--- config.mk ---
export PLATFORM = sky130hd
export DESIGN_NAME = cpu_sequencer
export DESIGN_NICKNAME = d
export VERILOG_FILES = /design/src/rtl/cpu_sequencer.sv
export SDC_FILE = /design/constraint.sdc
export NUM_CORES = 1
export LEC_CHECK = 0
export BUFFER_PORTS_ARGS = -buffer_cell sky130_fd_sc_hd__buf_2
export CELL_PAD_IN_SITES_DETAIL_PLACEMENT = 1
export CELL_PAD_IN_SITES_GLOBAL_PLACEMENT = 1
export CORE_AREA = 2 2 76 78
export CTS_CLUSTER_SIZE = 20
export DETAILED_ROUTE_END_ITERATION = 10
export DIE_AREA = 0 0 78 80
export GPL_ROUTABILITY_DRIVEN = 0
export PLACE_DENSITY_LB_ADDON = 0.12
export SKIP_CTS_REPAIR_TIMING = 1
export SYNTH_ARGS = -nofsm -noshare
export SYNTH_HDL_FRONTEND = slang
export SYNTH_SLANG_ARGS = --single-unit
--- constraint.sdc ---
create_clock -name clk -period 1.9 [get_ports clk]
set_input_delay 0.19 -clock clk [delete_from_list [all_inputs] [get_ports clk]]
set_output_delay 0.19 -clock clk [all_outputs]
set_load 0.02 [all_outputs]
--- src/rtl/cpu_sequencer.sv ---
// Multi-cycle control sequencer for the ELVM CPU: owns the PC, steps
// FETCH/DECODE/EXEC/MEM/PUTC/HALT and issues registered one-cycle strobes.
module cpu_sequencer #(
   parameter int unsigned ADDR_W = 8,
   parameter int unsigned IM_W   = 24,
   parameter int unsigned CNT_W  = 16
) (
   input  logic              clk,
   input  logic              rst_n,
   input  logic              run,
   input  logic [4:0]        op,
   input  logic              is_sorce_im,
   input  logic [IM_W-1:0]   im,
   input  logic              cond_true,
   input  logic              putc_ready,
   output logic [ADDR_W-1:0] pc,
   output logic              ir_load,
   output logic              reg_we,
   output logic              mem_re,
   output logic              mem_we,
   output logic              putc_valid,
   output logic              halted,
   output logic [CNT_W-1:0]  retired,
   output logic [2:0]        state
);

   typedef enum logic [2:0] {
      S_IDLE   = 3'd0,
      S_FETCH  = 3'd1,
      S_DECODE = 3'd2,
      S_EXEC   = 3'd3,
      S_MEM    = 3'd4,
      S_PUTC   = 3'd5,
      S_HALT   = 3'd6
   } state_e;

   typedef enum logic [2:0] {
      C_ALU, C_LOAD, C_STORE, C_PUTC, C_EXIT, C_CJMP, C_JMP, C_NOP
   } op_class_e;

   function automatic op_class_e classify(input logic [4:0] o);
      op_class_e c;
      case (o) inside
         5'd0, 5'd1, 5'd2, [5'd8:5'd13]: c = C_ALU;
         5'd3:                           c = C_LOAD;
         5'd4:                           c = C_STORE;
         5'd5:                           c = C_PUTC;
         5'd6:                           c = C_EXIT;
         [5'd14:5'd19]:                  c = C_CJMP;
         5'd20:                          c = C_JMP;
         default:                        c = C_NOP;
      endcase
      return c;
   endfunction

   state_e              state_q, state_d;
   op_class_e           cls_q, cls_d;
   logic [ADDR_W-1:0]   pc_q, pc_d;
   logic [CNT_W-1:0]    retired_q, retired_d;
   logic                ir_load_q, ir_load_d;
   logic                reg_we_q, reg_we_d;
   logic                mem_re_q, mem_re_d;
   logic                mem_we_q, mem_we_d;
   logic                putc_valid_q, putc_valid_d;
   logic                halted_q, halted_d;

   logic [ADDR_W-1:0]   pc_inc;
   logic [ADDR_W-1:0]   jmp_target;
   logic [CNT_W-1:0]    retired_inc;
   logic                unused_inputs;

   assign pc_inc        = pc_q + ADDR_W'(1);
   assign jmp_target    = im[ADDR_W-1:0];
   assign retired_inc   = retired_q + CNT_W'(1);
   assign unused_inputs = ^{is_sorce_im, im[IM_W-1:ADDR_W]};

   // Strobes are computed one state ahead so every output is a flop.
   always_comb begin
      state_d      = state_q;
      cls_d        = cls_q;
      pc_d         = pc_q;
      retired_d    = retired_q;
      ir_load_d    = 1'b0;
      reg_we_d     = 1'b0;
      mem_re_d     = 1'b0;
      mem_we_d     = 1'b0;
      putc_valid_d = 1'b0;
      halted_d     = 1'b0;
      case (state_q)
         S_IDLE: begin
            if (run) begin
               state_d   = S_FETCH;
               ir_load_d = 1'b1;
            end
         end
         S_FETCH: state_d = S_DECODE;
         S_DECODE: begin
            cls_d   = classify(op);
            state_d = S_EXEC;
            case (classify(op))
               C_ALU:   reg_we_d = 1'b1;
               C_LOAD:  mem_re_d = 1'b1;
               C_STORE: mem_we_d = 1'b1;
               default: ;
            endcase
         end
         S_EXEC: begin
            case (cls_q)
               C_LOAD: begin
                  state_d  = S_MEM;
                  reg_we_d = 1'b1;
               end
               C_PUTC: begin
                  state_d      = S_PUTC;
                  putc_valid_d = 1'b1;
               end
               C_EXIT: begin
                  state_d   = S_HALT;
                  halted_d  = 1'b1;
                  retired_d = retired_inc;
               end
               default: begin
                  state_d   = S_FETCH;
                  ir_load_d = 1'b1;
                  retired_d = retired_inc;
                  if (cls_q == C_JMP || (cls_q == C_CJMP && cond_true))
                     pc_d = jmp_target;
                  else
                     pc_d = pc_inc;
               end
            endcase
         end
         S_MEM: begin
            state_d   = S_FETCH;
            ir_load_d = 1'b1;
            pc_d      = pc_inc;
            retired_d = retired_inc;
         end
         S_PUTC: begin
            if (putc_ready) begin
               state_d   = S_FETCH;
               ir_load_d = 1'b1;
               pc_d      = pc_inc;
               retired_d = retired_inc;
            end else begin
               putc_valid_d = 1'b1;
            end
         end
         S_HALT: halted_d = 1'b1;
         default: state_d = S_IDLE;
      endcase
   end

   always_ff @(posedge clk or negedge rst_n) begin
      if (!rst_n) begin
         state_q      <= S_IDLE;
         cls_q        <= C_NOP;
         pc_q         <= '0;
         retired_q    <= '0;
         ir_load_q    <= 1'b0;
         reg_we_q     <= 1'b0;
         mem_re_q     <= 1'b0;
         mem_we_q     <= 1'b0;
         putc_valid_q <= 1'b0;
         halted_q     <= 1'b0;
      end else begin
         state_q      <= state_d;
         cls_q        <= cls_d;
         pc_q         <= pc_d;
         retired_q    <= retired_d;
         ir_load_q    <= ir_load_d;
         reg_we_q     <= reg_we_d;
         mem_re_q     <= mem_re_d;
         mem_we_q     <= mem_we_d;
         putc_valid_q <= putc_valid_d;
         halted_q     <= halted_d;
      end
   end

   assign pc         = pc_q;
   assign ir_load    = ir_load_q;
   assign reg_we     = reg_we_q;
   assign mem_re     = mem_re_q;
   assign mem_we     = mem_we_q;
   assign putc_valid = putc_valid_q;
   assign halted     = halted_q;
   assign retired    = retired_q;
   assign state      = state_q;

endmodule

==> run metrics, run 1 <==
vias after detailed routing=1696; Switch Pwr=1.53 mW; GRT Util Overall=0.166; syn_area_per_cell=10.0 um2; Crit-path slowest cell=dfstp_2; Seq/Total Area, Yosys=0.467; FILL cells=637; EDFF count, synth=0; Post-Syn Nets=230; reg-to-reg slack, setup=between 0.1 and 0.15 ns; met1 Use GR=0.224; Internal Pwr Total=~2.0 mW; Via density=5.19; Yosys top cell by area=dfrtp_1; critical path type=flip-flop to flip-flop; Slew HR=0.620; CTS tree=built; CP startpoint kind=flip-flop; Crit path max-delay family=simple AND/OR/NAND/NOR gates; GR peak layer=met2; status=finished clean; die height=80 um; Final setup viols=0; Avg WL per Cell=approximately 15 um; total of max-cap violations=0; post-route core utilization=0.451; Mapped Area=0.00194 mm2; final slew viol count=0; Root Buffer=clkbuf_8; worst slack at placement=0.0932 ns; Synth top area share=0.426; initial antenna violation count=0; synth unique cells=46; part of the power in registers=0.363; Starting Density=0.358; # diodes=0; grt met3 use=0.0317; Cell Chain, Critical Path=or3b_1, or2_1, nand2_1, o21ai_0; routed wire length=4.87 mm; pin count of the biggest net entering global routing=26; TritonCTS Buffers=5; Yosys warning count=0; Critical Path RT=2.05 ns; synth top area cells=dfrtp_1 43%, xnor2_1 6.8%, dfstp_2 4.1%, nand4_1 3.9%, mux2i_1 3.6%; core box area=0.00541 mm2; Hold/Removal Path Class=primary input to flip-flop; GR Overflow Total=0; Area Overhead vs Synth=25.8%; 1st-iter DRT viols=54; Clk pwr share=0.163; Final Hold Slack=between 0.1 and 0.15 ns; unrepaired setup endpoints after global routing=no; IO buf count=50; Mapped Cells=193; placed cell area=approximately 0.0023 mm2; CP max FO=6; # rows=27; clk sinks=36; final instance area=0.00244 mm2; crit path time final=~1.8 ns; critical path arrival=1.94 ns; Gate power share=0.474; worst vdd ir=585 uV; number of global-route vias before repair=between 1500 and 2000; clk_skew=0.00469 ns; ys async rst share=1.00; Net Sw Frac=0.433; Setup TNS=0 ns; hpwl dp=3.59 mm; CP bufs+invs=0; H-tree levels=2; crit end category=flip-flop; PD cells=1450 mW/mm2; die area=0.00624 mm2; Pleak=1.13 nW; die width=about 80 um; antenna-violating nets left=0; #FFs+latches synth=36; # DRC=0; Final period util=0.943; CTS max path bufs=2; Layout Nets=291; Primary FF master, synth=dfrtp_1; Reg clk slew, reported paths=roughly 0.070 ns; achievable frequency=0.558 GHz; Final WS setup=between 0.1 and 0.15 ns; CP peak stage delay=0.59 ns; Skew-Pair Late Insertion Delay=0.29 ns; global-route wire length before repair=approximately 8.2 mm; Worst Tran Pin Value=0.569 ns; drt pass-1 iters=4; boundary pin count=68; final hold violation count=0; met2 usage=0.263; share of cells above drive strength 1=0.290
[routing by layer]
layer  share of wire  vias to the layer above
met5               0                        -
met4           0.014                        0
met3           0.049                        6
met2            0.46                       38
met1            0.48                      824
li1                -                      828
[registers in the layout, indices dropped and copies added, names as in the netlist, 3 cells and up]
signal	flops
pc	8
cls_q	3
retired	16
state	3
[layout make-up]
type                       instances  area [um2]  share of cell area
clock buffer                       8        90.1              0.0370
inverter                           9        33.8              0.0139
sequential                        36         905               0.371
multi-input combinational        141         957               0.393
timing repair buffer              61         360               0.148
tap                               72        90.1              0.0370
[stage by stage]
stage / total power [mW] / cells
2_1_floorplan: 2.37 / 193
3_3_place_gp: 2.95 / 318
3_5_place_dp: 2.99 / 318
4_1_cts: 3.58 / 326
5_1_grt: 3.80 / 327
6_report: 3.54 / 327
[power by group through the flow]
stage	logic [mW]	clock network (mW)	registers, mW
6_report	1.68	0.575	1.28
5_1_grt	1.84	0.626	1.33
4_1_cts	1.69	0.596	1.29
3_5_place_dp	1.69	0	1.30
3_3_place_gp	1.65	0	1.30
2_1_floorplan	0.898	0	1.47
[layout by cell type, fill, tap and decap left out, types with 2 or more instances in the layout]
| master | netlist | layout |
|---|---|---|
| buf_2 | 3 | 50 |
| dfrtp_1 | 33 | 33 |
| nand2_1 | 15 | 15 |
| xnor2_1 | 15 | 15 |
| nand4_1 | 12 | 12 |
| nand3_1 | 10 | 10 |
| inv_1 | 8 | 8 |
| nor2_1 | 8 | 8 |
| o21ai_0 | 8 | 8 |
| a211oi_1 | 8 | 8 |
| buf_4 | 1 | 8 |
| mux2i_1 | 7 | 7 |
| nor3_1 | 6 | 6 |
| clkbuf_8 | 0 | 6 |
| o22ai_1 | 5 | 5 |
| a21oi_1 | 5 | 5 |
| a2bb2oi_1 | 4 | 4 |
| nor2b_1 | 3 | 3 |
| nand2b_1 | 3 | 3 |
| o22a_1 | 3 | 3 |
| and2_1 | 3 | 3 |
| and3_1 | 3 | 3 |
| dfstp_2 | 3 | 3 |
| and4_1 | 2 | 2 |
| ha_1 | 2 | 2 |
| clkbuf_1 | 2 | 2 |
| buf_12 | 0 | 2 |
[cell families (layout without fill, tap and decap cells)]
logic type	after synthesis	in the layout	synth area share
compound gates	43	43	0.160
buf+inv	16	78	0.0388
flops	36	36	0.467
simple gates	73	73	0.213
xor+xnor	16	16	0.0724
fa+ha+maj	2	2	0.0129
mux	7	7	0.0362
[Yosys cell counts (5+ instances only)]
library cell  number
dfrtp_1           33
nand2_1           15
xnor2_1           15
nand4_1           12
nand3_1           10
a211oi_1           8
inv_1              8
nor2_1             8
o21ai_0            8
mux2i_1            7
nor3_1             6
a21oi_1            5
o22ai_1            5
[worst paths after layout]
check	from	endpoint	depth (start not counted)
hold / removal	putc_ready	state[2]	2
max in group asynchronous	rst_n	cls_q[2]	3
min in group asynchronous	rst_n	retired[4]	2
hold reg to reg	retired[15]	retired[15]	1
setup reg to reg	cls_q[2]	pc[1]	4
setup / recovery	cls_q[2]	pc[1]	4
Note: power is estimated with default switching activity, not from simulation.
==> run 2, diff against run 1 <==
Settings changed: ABC_AREA set to 1, CORE_AREA 2 2 76 78 to 2 2 83 85, DIE_AREA 0 0 78 80 to 0 0 85 87.
==> run metrics, run 2 <==
crit path time final=1.64 ns (-0.153 ns); GR Overflow Total=0 (unchanged); die height=87 um (+8.8%); 1st-iter DRT viols=53 (-1.9%); grt met3 use=0.0332 (+0.00150); die area=0.00740 mm2 (+19%); H-tree levels=2 (unchanged); status=finished clean; # rows=30 (+11%); Yosys warning count=0 (unchanged); Starting Density=0.347 (-0.0115); Worst Tran Pin Value=0.489 ns (-0.0805 ns); Skew-Pair Late Insertion Delay=0.29 ns (about the same); Final period util=0.862 (-0.0807); Crit path top cell by count=nand2_1; Seq/Total Area, Yosys=0.397 (-0.0700); FILL cells=881 (+38%); most frequent cell after synthesis=nand2_1; Area Overhead vs Synth=18.9%; Cell Chain, Critical Path=nor2_2, nand2_1, nand3_2, nand3_4, inv_2, o21ai_0, nand2_1; CP peak stage delay=0.52 ns (-0.07 ns); total of max-cap violations=0 (unchanged); vias after detailed routing=2244 (+32%); Reg clk slew, reported paths=0.07 ns (about the same); CP startpoint kind=flip-flop; die width=85 um (+9.0%); CTS tree=built; Post-Synth Adder-Cell Area=0.0110 (-0.00194); Post-Synth XOR/XNOR Area=0.0346 (-0.0378); crit end category=flip-flop; commonest non-fill, non-tap cell in the layout=nand2_1; clk sinks=36 (unchanged); Setup TNS=0 ns (unchanged); TritonCTS Buffers=5 (unchanged); Synth Area in Simple Gates=0.405 (+0.192); hpwl dp=4.51 mm (+26%); compound-cell area share of the yosys netlist=0.0571 (-0.102); Crit-path slowest cell=dfrtp_1; PnR Total Power=3.80 mW (+7.5%); Clk pwr share=0.153 (-0.010); Hold/Removal Path Class=primary input to flip-flop; Via density=4.79 (-7.6%); # DRC=0 (unchanged); routed wire length=6.04 mm (+24%); Layout Nets=424 (+46%); CP max FO=16 (+10); Crit path max-delay family=simple AND/OR/NAND/NOR gates; CP bufs+invs=1 (+1); Final setup viols=0 (unchanged); ys async rst share=1.00 (unchanged); Primary FF master, synth=dfrtp_1; max reg flops=16 (unchanged); antenna-violating nets left=0 (unchanged); #FFs+latches synth=36 (unchanged); Critical Path RT=2.13 ns (+0.08 ns); final slew viol count=0 (unchanged); met2 usage=0.309 (+0.0460); # diodes=0 (unchanged); Synth top area share=0.362 (-0.0639); CTS max path bufs=2 (unchanged); core box area=0.00657 mm2 (+22%); PD cells=1400 mW/mm2 (-3.3%); achievable frequency=0.610 GHz (+9.4%); Avg WL per Cell=12.9 um (-13%); clk_skew=0.00243 ns (-0.00226 ns); Net Sw Frac=0.485 (+0.0521); boundary pin count=68 (unchanged); most frequent cells in the layout=135 x nand2_1, 50 x buf_2, 42 x inv_1, 33 x dfrtp_1, 30 x nor2_1; share of cells above drive strength 1=0.209 (-0.0814); synth unique cells=31 (-33%); Pleak=1.53 nW (+35%); pin count of the biggest net entering global routing=37 (+42%); Yosys top cell by area=dfrtp_1; GR peak layer=met2; unrepaired setup endpoints after global routing=no; Post-Syn Nets=367 (+60%); critical path arrival=1.87 ns (-0.07 ns); IO buf count=50 (unchanged); worst vdd ir=671 uV (+15%); largest family of logic cells by synthesized area=simple AND/OR/NAND/NOR gates; Gate power share=0.493 (+0.019); Mapped Area=0.00228 mm2 (+18%); number of global-route vias before repair=2233 (+33%); synth top area cells=dfrtp_1 36%, nand2_1 22%, inv_1 6.9%, nand3_1 5.7%, nor2_1 4.9%; part of the power in registers=0.354 (-0.009); syn_area_per_cell=6.90 um2 (-31%); final hold violation count=0 (unchanged); Mapped Cells=330 (+71%); Slew HR=0.674 (+0.0537); mux share of post-synthesis cell area=0 (-0.0362); drt pass-1 iters=4 (unchanged); initial antenna violation count=0 (unchanged); Root Buffer=clkbuf_8; GRT Util Overall=0.173 (+0.00627); met1 Use GR=0.212 (-0.0121); global-route wire length before repair=10.2 mm (+25%); Post-synth top cells=135 x nand2_1, 42 x inv_1, 33 x dfrtp_1; Switch Pwr=1.84 mW (+20%); Internal Pwr Total=1.96 mW (-2.3%); critical path type=flip-flop to flip-flop; EDFF count, synth=0 (unchanged)
==> run 2: cell types whose count changed in the layout (fill, tap and decap cells not counted), sizes merged, moves of 7 or more <==
cell | previous run | this run
nand2 | 15 | 136
inv | 8 | 46
xnor2 | 15 | 6
nor2 | 9 | 33
o21ai | 8 | 16
a211oi | 8 | 0
mux2i | 7 | 0
buf | 60 | 53
nand3 | 10 | 31
==> run 2: worst register-to-register path, delay by kind of cell, from the launching register on <==
| kind | cells | cell delay [ns] |
|---|---|---|
| flip-flops | 1 | 0.52 |
| AND/OR/NAND/NOR | 5 | 0.64 |
| buffers and inverters | 1 | 0.28 |
| AO/OA/AOI/OAI | 1 | 0.14 |
==> run 2: worst paths after layout <==
kind	startpoint	endpoint	slack (ns)	depth (start not counted)
max	state[0]	retired[9]	0.26	7
min	im[0]	pc[0]	0.19	5
max reg2reg	state[0]	retired[9]	0.26	7
min reg2reg	cls_q[0]	cls_q[0]	0.51	2
max in group asynchronous	rst_n	cls_q[2]	1.06	3
min in group asynchronous	rst_n	retired[7]	0.48	3
==> run 2: final cells by class <==
class	count	area, um2	area share
Timing Repair Buffer	54	283	0.104
Clock buffer	8	90.1	0.0332
Inverter	46	175	0.0646
Tap cell	80	100	0.0369
Multi-Input combinational cell	244	1160	0.427
Sequential cell	36	905	0.334
==> run 2: cells by family after synthesis <==
group / Yosys count
fa+ha+maj: 2
compound gates: 21
flops: 36
xor+xnor: 9
buf+inv: 50
simple gates: 212
==> run 2: power groups by stage <==
stage               Sequential [mW]  Combinational (mW)  Clock, mW
finish                         1.35                1.88      0.580
global route                   1.40                2.14      0.632
CTS                            1.35                1.92      0.605
detailed placement             1.36                1.91          0
global placement               1.36                1.86          0
floorplan                      1.50                1.21          0
==> run 2: per-stage QoR <==
stage	instance area (um2)	std cells	hold slack [ns]	utilization	setup WS [ns]
floorplan	2280	330	-0.106	-	0.435
global placement	2610	459	0.277	0.397	0.279
detailed placement	2610	459	0.277	0.397	0.253
CTS	2700	467	-0.0414	0.411	0.241
global route	2710	468	0.218	0.413	0.0797
finish	2710	468	0.190	0.413	0.261
==> run 2: routing by layer <==
metal | vias up | routed length [um]
met4 | 0 | 68
li1 | 1136 | -
met2 | 36 | 2980
met5 | - | 0
met3 | 6 | 222
met1 | 1066 | 2770
==> run 3, diff against run 2 <==
--- a/config.mk
+++ b/config.mk
@@ -15,4 +15,5 @@
 export DIE_AREA = 0 0 85 87
 export GPL_ROUTABILITY_DRIVEN = 0
+export MAX_ROUTING_LAYER = met4
 export PLACE_DENSITY_LB_ADDON = 0.12
 export SKIP_CTS_REPAIR_TIMING = 1
==> constraint.sdc (replaced) <==
create_clock -name clk -period 1.9 [get_ports clk]
set_input_delay 0 -clock clk [delete_from_list [all_inputs] [get_ports clk]]
set_output_delay 0 -clock clk [all_outputs]
set_load 0.02 [all_outputs]
==> run metrics, run 3 (synthesis gave the netlist of run 2 again) <==
CP bufs+invs=2 (+1); CP max FO=5 (-11); CTS tree=built; max reg flops=16 (unchanged); Critical Path RT=2.07 ns (-0.06 ns); H-tree levels=2 (unchanged); placed cells=458 (-0.22%); number of global-route vias before repair=2197 (-1.6%); die width=85 um (unchanged); Root Buffer=clkbuf_8; critical path type=flip-flop to flip-flop; PnR Total Power=3.80 mW (about the same); share of cells above drive strength 1=0.212 (+0.00312); boundary pin count=68 (unchanged); Reg clk slew, reported paths=0.08 ns (about the same); GR Overflow Total=0 (unchanged); Gate power share=0.492 (about the same); Final Hold Slack=-0.00840 ns (-0.198 ns); crit path time final=1.60 ns (-0.0398 ns); part of the power in registers=0.354 (about the same); initial antenna violation count=0 (unchanged); vias after detailed routing=2222 (-0.98%); status=finished, violations left; die height=87 um (unchanged); global-route wire length before repair=10.2 mm (-0.61%); Net Sw Frac=0.487 (+0.00194); Crit-path slowest cell=dfrtp_1; final slew viol count=0 (unchanged); Area Overhead vs Synth=18.7%; Crit path max-delay family=simple AND/OR/NAND/NOR gates; Layout Nets=423 (-0.24%); IO buf count=50 (unchanged); # rows=30 (unchanged); pin count of the biggest net entering global routing=37 (unchanged); final hold violation count=1 (+1); Final period util=0.841 (-0.0209); Final setup viols=0 (unchanged); Setup TNS=0 ns (unchanged); Internal Pwr Total=1.95 mW (-0.44%); Final Non-Filler Cells=467 (-0.21%); GRT Util Overall=0.175 (+0.00231); CP startpoint kind=flip-flop; CP peak stage delay=0.44 ns (-0.08 ns); worst slack at placement=0.282 ns (+0.0287 ns); # diodes=0 (unchanged); 1st-iter DRT viols=50 (-5.7%); crit end category=flip-flop; achievable frequency=0.625 GHz (+2.5%); Hold/Removal Path Class=primary input to flip-flop; # DRC=0 (unchanged); Skew-Pair Late Insertion Delay=0.29 ns (about the same); critical path arrival=1.77 ns (-0.10 ns); Slew HR=0.422 (-0.252); most frequent cells in the layout=135 x nand2_1, 50 x buf_2, 42 x inv_1, 33 x dfrtp_1, 30 x nor2_1; hpwl dp=4.47 mm (-0.81%); Pleak=1.53 nW (about the same); FILL cells=877 (-0.45%); total of max-cap violations=0 (unchanged); commonest non-fill, non-tap cell in the layout=nand2_1; antenna-violating nets left=0 (unchanged); unrepaired setup endpoints after global routing=no; clk_skew=0.00587 ns (+0.00344 ns); clk sinks=36 (unchanged); routed wire length=5.91 mm (-2.2%); Starting Density=0.347 (unchanged); PD cells=1400 mW/mm2 (+0.13%); failing checks=hold timing; Final WS setup=0.301 ns (+0.0398 ns); Switch Pwr=1.85 mW (+0.34%); core box area=0.00657 mm2 (unchanged); Avg WL per Cell=12.7 um (-2.0%); die area=0.00740 mm2 (unchanged); Clk pwr share=0.154 (about the same); Via density=4.76 (-0.77%); Worst Tran Pin Value=0.867 ns (+0.378 ns); TritonCTS Buffers=5 (unchanged); CTS max path bufs=2 (unchanged); Cell Chain, Critical Path=ha_1, inv_1, nor2_1, nand3_1, nand2_1, inv_1, o21ai_2, nand2_1; worst vdd ir=682 uV (+1.7%); drt pass-1 iters=4 (unchanged)
-- run 3: changes by cell type in the layout (fill, tap and decap cells not counted), sizes merged --
cell    before  now
buf         53   52
clkbuf       8    6
clkinv       0    2
-- run 3: cell type report --
type | instances | area, um2 | area share
clock buffer | 6 | 82.6 | 0.0305
clock inverter | 2 | 10.0 | 0.00370
inverter | 46 | 175 | 0.0648
multi-input combinational | 244 | 1160 | 0.428
sequential | 36 | 905 | 0.334
tap | 80 | 100 | 0.0370
timing repair buffer | 53 | 275 | 0.102
-- run 3: worst min-delay path: stages --
cell     delay [ns]
buf_2          0.07
nand2_1        0.04
nand2_1        0.05
nand2_1        0.04
nand2_1        0.05
-- run 3: per-stage QoR --
stage	cell area [um2]	utilization	hold slack, ns
after floorplan	2280	-	-0.296
after global placement	2600	0.396	0.169
after detailed placement	2600	0.396	0.170
after CTS	2700	0.410	-0.155
after global routing	2710	0.412	0.0203
final	2710	0.412	-0.00840
-- run 3: path summary, 6_finish.rpt --
path / startpoint / to / slack (ns) / cells after the start
max: retired[0] / retired[12] / 0.30 / 8
min: im[0] / pc[0] / -0.008 / 5
max reg2reg: retired[0] / retired[12] / 0.30 / 8
min reg2reg: cls_q[0] / cls_q[0] / 0.51 / 2
max in group asynchronous: rst_n / ir_load / 1.00 / 2
min in group asynchronous: rst_n / retired[2] / 0.36 / 2
-- run 3: layer usage --
layer,track usage,vias up,part of all wire
li1,-,1131,-
met1,0.211,1056,0.45
met2,0.308,33,0.51
met3,0.0275,2,0.033
met4,0.0433,0,0.0037
met5,-,-,0
-- run 3: power groups by stage --
stage	sequential (mW)	clock [mW]	combinational (mW)
floorplan	1.50	0	1.21
global placement	1.35	0	1.87
detailed placement	1.36	0	1.91
CTS	1.35	0.621	1.92
global route	1.39	0.645	2.15
finish	1.34	0.587	1.87
